[config.mk]
export PLATFORM = sky130hd
export DESIGN_NAME = pipeline_sequencer
export DESIGN_NICKNAME = d
export VERILOG_FILES = /design/src/rtl/pipeline_sequencer.sv
export SDC_FILE = /design/constraint.sdc
export NUM_CORES = 1
export LEC_CHECK = 0
export CAP_MARGIN = 20
export CORE_ASPECT_RATIO = 0.9
export CORE_MARGIN = 1.5
export CORE_UTILIZATION = 40
export CTS_CLUSTER_DIAMETER = 100
export CTS_CLUSTER_SIZE = 10
export DETAILED_ROUTE_END_ITERATION = 12
export PLACE_DENSITY = 0.71
export SYNTH_ARGS = -nofsm -noshare
export SYNTH_HDL_FRONTEND = slang
export SYNTH_SLANG_ARGS = --single-unit
export TNS_END_PERCENT = 10
[constraint.sdc]
create_clock -name clk -period 6.8 [get_ports clk]
set_clock_uncertainty 0.15 [all_clocks]
set_input_delay 1.02 -clock clk [delete_from_list [all_inputs] [get_ports clk]]
set_output_delay 1.02 -clock clk [all_outputs]
set_load 0.01 [all_outputs]
[src/rtl/pipeline_sequencer.sv]
// Run/step/halt and hazard sequencer for a 5-stage MIPS pipeline.
// It owns every stage enable and drains the pipeline after a HALT opcode.
module pipeline_sequencer #(
  parameter logic [5:0] HALT_OPCODE  = 6'b111111,
  parameter int         DRAIN_CYCLES = 3,
  parameter int         CNT_W        = 32
) (
  input  logic             clk,
  input  logic             reset,
  input  logic             cmd_valid,
  input  logic [1:0]       cmd,
  output logic             cmd_ready,
  input  logic [5:0]       if_id_op,
  input  logic [4:0]       if_id_rs,
  input  logic [4:0]       if_id_rt,
  input  logic             id_ex_memread,
  input  logic [4:0]       id_ex_rt,
  input  logic             branch_taken,
  output logic             pc_en,
  output logic             if_id_en,
  output logic             if_id_flush,
  output logic             ctrl_enable,
  output logic             pipe_en,
  output logic             step_done,
  output logic             done,
  output logic [CNT_W-1:0] cycle_count,
  output logic [2:0]       dbg_state
);

  localparam logic [2:0] ST_IDLE   = 3'd0;
  localparam logic [2:0] ST_RUN    = 3'd1;
  localparam logic [2:0] ST_STEP   = 3'd2;
  localparam logic [2:0] ST_DRAIN  = 3'd3;
  localparam logic [2:0] ST_HALTED = 3'd4;

  localparam logic [1:0] CMD_NOP   = 2'b00;
  localparam logic [1:0] CMD_RUN   = 2'b01;
  localparam logic [1:0] CMD_STEP  = 2'b10;
  localparam logic [1:0] CMD_PAUSE = 2'b11;

  localparam int DW = (DRAIN_CYCLES < 2) ? 1 : $clog2(DRAIN_CYCLES + 1);

  logic [2:0]       state_q, state_d;
  logic [DW-1:0]    drain_q, drain_d;
  logic [CNT_W-1:0] cnt_q, cnt_d;
  logic             step_done_q, step_done_d;

  logic advance;
  logic load_use;
  logic halt_hit;
  logic cmd_accept;

  // Debug handshake: a command transfers on a cycle where cmd_valid and
  // cmd_ready are both 1; cmd is only looked at on that cycle.
  assign cmd_ready  = (state_q == ST_IDLE) || (state_q == ST_RUN);
  assign cmd_accept = cmd_valid && cmd_ready;

  assign advance  = (state_q == ST_RUN) || (state_q == ST_STEP);
  assign load_use = id_ex_memread && (id_ex_rt != 5'd0) &&
                    ((id_ex_rt == if_id_rs) || (id_ex_rt == if_id_rt));
  // A taken branch makes the IF/ID contents wrong-path, so HALT there is ignored.
  assign halt_hit = advance && !branch_taken && (if_id_op == HALT_OPCODE);

  // Front-end enables are combinational so a stall bites in the detecting cycle.
  always_comb begin
    pc_en       = 1'b0;
    if_id_en    = 1'b0;
    if_id_flush = 1'b0;
    ctrl_enable = 1'b0;
    if (advance) begin
      if (branch_taken) begin
        pc_en       = 1'b1;
        if_id_en    = 1'b1;
        if_id_flush = 1'b1;
      end else if (halt_hit || load_use) begin
        pc_en    = 1'b0;
        if_id_en = 1'b0;
      end else begin
        pc_en       = 1'b1;
        if_id_en    = 1'b1;
        ctrl_enable = 1'b1;
      end
    end
  end

  assign pipe_en = advance || (state_q == ST_DRAIN);

  always_comb begin
    state_d     = state_q;
    drain_d     = drain_q;
    step_done_d = (state_q == ST_STEP);
    case (state_q)
      ST_IDLE: begin
        if (cmd_accept) begin
          case (cmd)
            CMD_RUN:            state_d = ST_RUN;
            CMD_STEP:           state_d = ST_STEP;
            CMD_NOP, CMD_PAUSE: state_d = ST_IDLE;
            default:            state_d = ST_IDLE;
          endcase
        end
      end
      ST_RUN: begin
        if (halt_hit) begin
          state_d = ST_DRAIN;
          drain_d = DW'(DRAIN_CYCLES);
        end else if (cmd_accept && (cmd == CMD_PAUSE)) begin
          state_d = ST_IDLE;
        end
      end
      ST_STEP: begin
        if (halt_hit) begin
          state_d = ST_DRAIN;
          drain_d = DW'(DRAIN_CYCLES);
        end else begin
          state_d = ST_IDLE;
        end
      end
      ST_DRAIN: begin
        drain_d = drain_q - DW'(1);
        if (drain_q <= DW'(1)) begin
          state_d = ST_HALTED;
        end
      end
      ST_HALTED: state_d = ST_HALTED;
      default:   state_d = ST_IDLE;
    endcase
  end

  always_comb begin
    cnt_d = cnt_q;
    if (pipe_en && (cnt_q != {CNT_W{1'b1}})) begin
      cnt_d = cnt_q + CNT_W'(1);
    end
  end

  always_ff @(posedge clk) begin
    if (reset) begin
      state_q     <= ST_IDLE;
      drain_q     <= '0;
      cnt_q       <= '0;
      step_done_q <= 1'b0;
    end else begin
      state_q     <= state_d;
      drain_q     <= drain_d;
      cnt_q       <= cnt_d;
      step_done_q <= step_done_d;
    end
  end

  assign step_done   = step_done_q;
  assign done        = (state_q == ST_HALTED);
  assign cycle_count = cnt_q;
  assign dbg_state   = state_q;

endmodule

==> results.md <==
* Worst slew margin at 57.3%
* Number of max-cap violations at 0
* Cells after Synth at 261
* Sequential element share of the synthesized area at 35.2%
* Total power at 520 uW
* WP data required at 5.63 ns
* Detailed Place HPWL at 3870 um
* Grt total ovfl at 0
* Reg-to-Reg End: cycle_count[23]
* Initial DRT Pass Iterations at 4
* Worst Tran Pin Value at about 0.64 ns
* Top-area cell type share of the netlist area at 35.2%
* LEAKAGE at 0.981 nW
* Post-cts repair resize count at 0
* Vias per std cell at 5.43
* Minimum clock period after layout at 4.16 ns
* Commonest non-fill, non-tap cell in the layout: clkdlybuf4s50_1
* Simple logic cell fraction of the synthesized area at a little under a third
* Cell chain of the critical path: clkdlybuf4s50_1 -> or4_1 -> o21ai_0 -> o221ai_1 -> nand2_1 -> clkdlybuf4s50_1
* CP Max Fanout at 3
* Area growth syn-to-layout at 37.1%
* Final Cycle Share at between 60 and 70%
* Max Root-Sink Buffers at 2
* DIE AREA at 5860 um^2
* NumNets Final at approximately 360
* Hold path cells at 2
* Drt wl/cell at approximately 13 um
* Routed wire length at roughly 5300 um
* Core area at 5220 um^2
* Min-delay src: cycle_count[11]
* Antenna diodes at 0
* Largest family of logic cells by synthesized area: simple AND/OR/NAND/NOR gates
* Util after Layout at a little under three fifths
* Reg-to-reg setup timing slack at 4.13 ns
* Total Neg Setup Slack at 0 ns
* DR vias at 2152
* Synth area leaders: dfxtp_1 (35%), xor2_1 (6.9%), nor2_1 (5.7%)
* Largest net degree at the start of global routing at 42
* Reg clk slew, reported paths at 0.07 ns
* Gate power share at 22.5%
* Clock power frac at a little under a third
* Post-synth EDFFs at 0
* DRT iter0 DRCs at between 100 and 150
* Flops & latches, synth at 38
* FFs w/ async S/R, synth at 0%
* Crit-path max cell delay at 0.55 ns
* Die width at roughly 80 um
* Hold worst-path end: cycle_count[11]
* Crit path launch type: input pin
* Share of layout cells above drive strength 1 at 6.38%
* Crit Path Class: input pin to output pin
* Yosys top cell by area: dfxtp_1
* Ys Warns at 0
* Row Count at 25
* Die Y at 72.7 um
* Unrepaired setup endpoints after global routing: false
* Post-synthesis xor/xnor area fraction at 10.1%
* Pwr per Cell Area at 176 nW/um^2
* Antenna violations before repair at 0
* Top FF cell, synth: dfxtp_1
* TritonCTS buffer count at 5
* Cell Area, Synth at about 2200 um^2
* WP data arrival at 2.99 ns
* Slew Viols, Final at 0
* Status: complete, no violations
* Syn Area/Cell at approximately 8.3 um^2
* Hold Path Class: flop to flop
* CTS Hold Buffers Added at 0
* Vias in the first global route at 1964
* First-pass GRT wire length at 8970 um
* Detail Route Antenna Nets at 0
* Post-CTS setup buffers at 0
* Netlist cell types at 48
* Register share of total power at 46.4%
* Worst setup EP type: output pin
* Insertion delay to the later sink of the worst-skew pair at around 0.30 ns
* Setup-failing EPs final at 0
* Highest-count cells in the layout ignoring fill and taps: clkdlybuf4s50_1 (70), dfxtp_1 (38), nor2_1 (33)
* Final hold vios at 0
* Global Route Usage Sum at between 15 and 20%
* Root buf cell: clkbuf_8
* Peak VDD IR at 0.000108 V
* Reg-to-reg critical path startpoint: dbg_state[1]
* Switching share of power at 27.9%
* R2R cell count at 5
* Net Switching at 145 uW
* Critical path's slowest cell: clkdlybuf4s50_1
* Starting Density at 41.4%
* RD Place Congestion at 0.902
* F_max at roughly 240 MHz
* Area share of fa/ha/maj cells after synthesis at under 10%
* CP dominant cell by count: clkdlybuf4s50_1
* Port-buffer cells at 70
* Drt drc at 0
* Compound-Gate Fraction of Synth Area at 14.9%
* I/O pins at 71
* Post-synthesis mux area share at 2.03%
* Cell-internal power at 375 uW
* Syn nets at 291
* CTS tree: done
* Final hold slack at 0.355 ns
* CTS sink count at 38
* Htree depth at 2
[power by group through the flow]
stage	registers [mW]	clock network [mW]	logic, mW
finish	0.242	0.162	0.117
global route	0.243	0.177	0.129
CTS	0.242	0.167	0.118
detailed placement	0.247	0	0.117
global placement	0.247	0	0.115
floorplan	0.243	0	0.0674
[how the worst max path moves through the flow]
stage                           start     endpoint  slack (ns)  depth (start not counted)
after global routing      id_ex_rt[1]  ctrl_enable        2.51                          6
after floorplan           id_ex_rt[1]        pc_en        3.56                          5
after global placement    id_ex_rt[1]  ctrl_enable        2.67                          6
after detailed placement  id_ex_rt[1]        pc_en        2.65                          6
after CTS                 id_ex_rt[1]        pc_en        2.65                          6
final                     id_ex_rt[1]        pc_en        2.64                          6
[area by class of cell]
class	instances	area (um^2)
clock inverters	1	5.00
multi-input cells	201	1280
clock buffers	7	86.3
repair buffers	71	708
flip-flops and latches	38	761
well taps	67	83.8
inverters	11	41.3
fillers	482	2260
[flip-flops by register name, summed over array words and instances, names as in the netlist]
signal and count:
cycle_count 32, dbg_state 3, drain_q 2, step_done 1
[cells in the mapped netlist, drive strengths merged, types with 2 or more instances]
cell type,number
dfxtp,38
nor2,33
xor2,17
a21oi,15
nand2,15
or3,15
o21ai,13
inv,11
nand3,10
nand4,10
nor3,9
xnor2,8
nor4,7
clkbuf,6
buf,5
or4,5
a31oi,4
a221oi,3
and4,3
mux2,3
nand3b,3
nor2b,3
o211ai,3
and3,2
ha,2
nor4b,2
o31ai,2
[per-layer routing]
| layer | global-route usage [%] | up-vias | wire (um) |
|---|---|---|---|
| li1 | - | 1085 | - |
| met1 | 26.3 | 999 | 2560 |
| met2 | 30.7 | 61 | 2350 |
| met3 | 4.38 | 7 | 288 |
| met4 | 6.90 | 0 | 74 |
| met5 | 0 | - | 0 |
[metrics by stage]
stage	std cells	cell area [um^2]	setup WS (ns)
2_1_floorplan	261	2160	3.56
6_report	396	2960	2.64
3_3_place_gp	388	2870	2.67
4_1_cts	396	2960	2.65
5_1_grt	396	2960	2.51
3_5_place_dp	388	2870	2.65
[kinds of logic (layout without fill, tap and decap cells)]
group           after synthesis  after routing
simple gates                120            120
mux                           4              4
fa+ha+maj                     3              3
xor+xnor                     25             25
compound gates               49             49
buf+inv                      22             90
flops                        38             38
[worst max-delay path: cells and delay by family]
kind,cells,cell delay [ns]
simple gates,2,0.66
buf+inv,2,1.01
compound gates,2,0.31
Note: power is estimated with default switching activity, not from simulation.
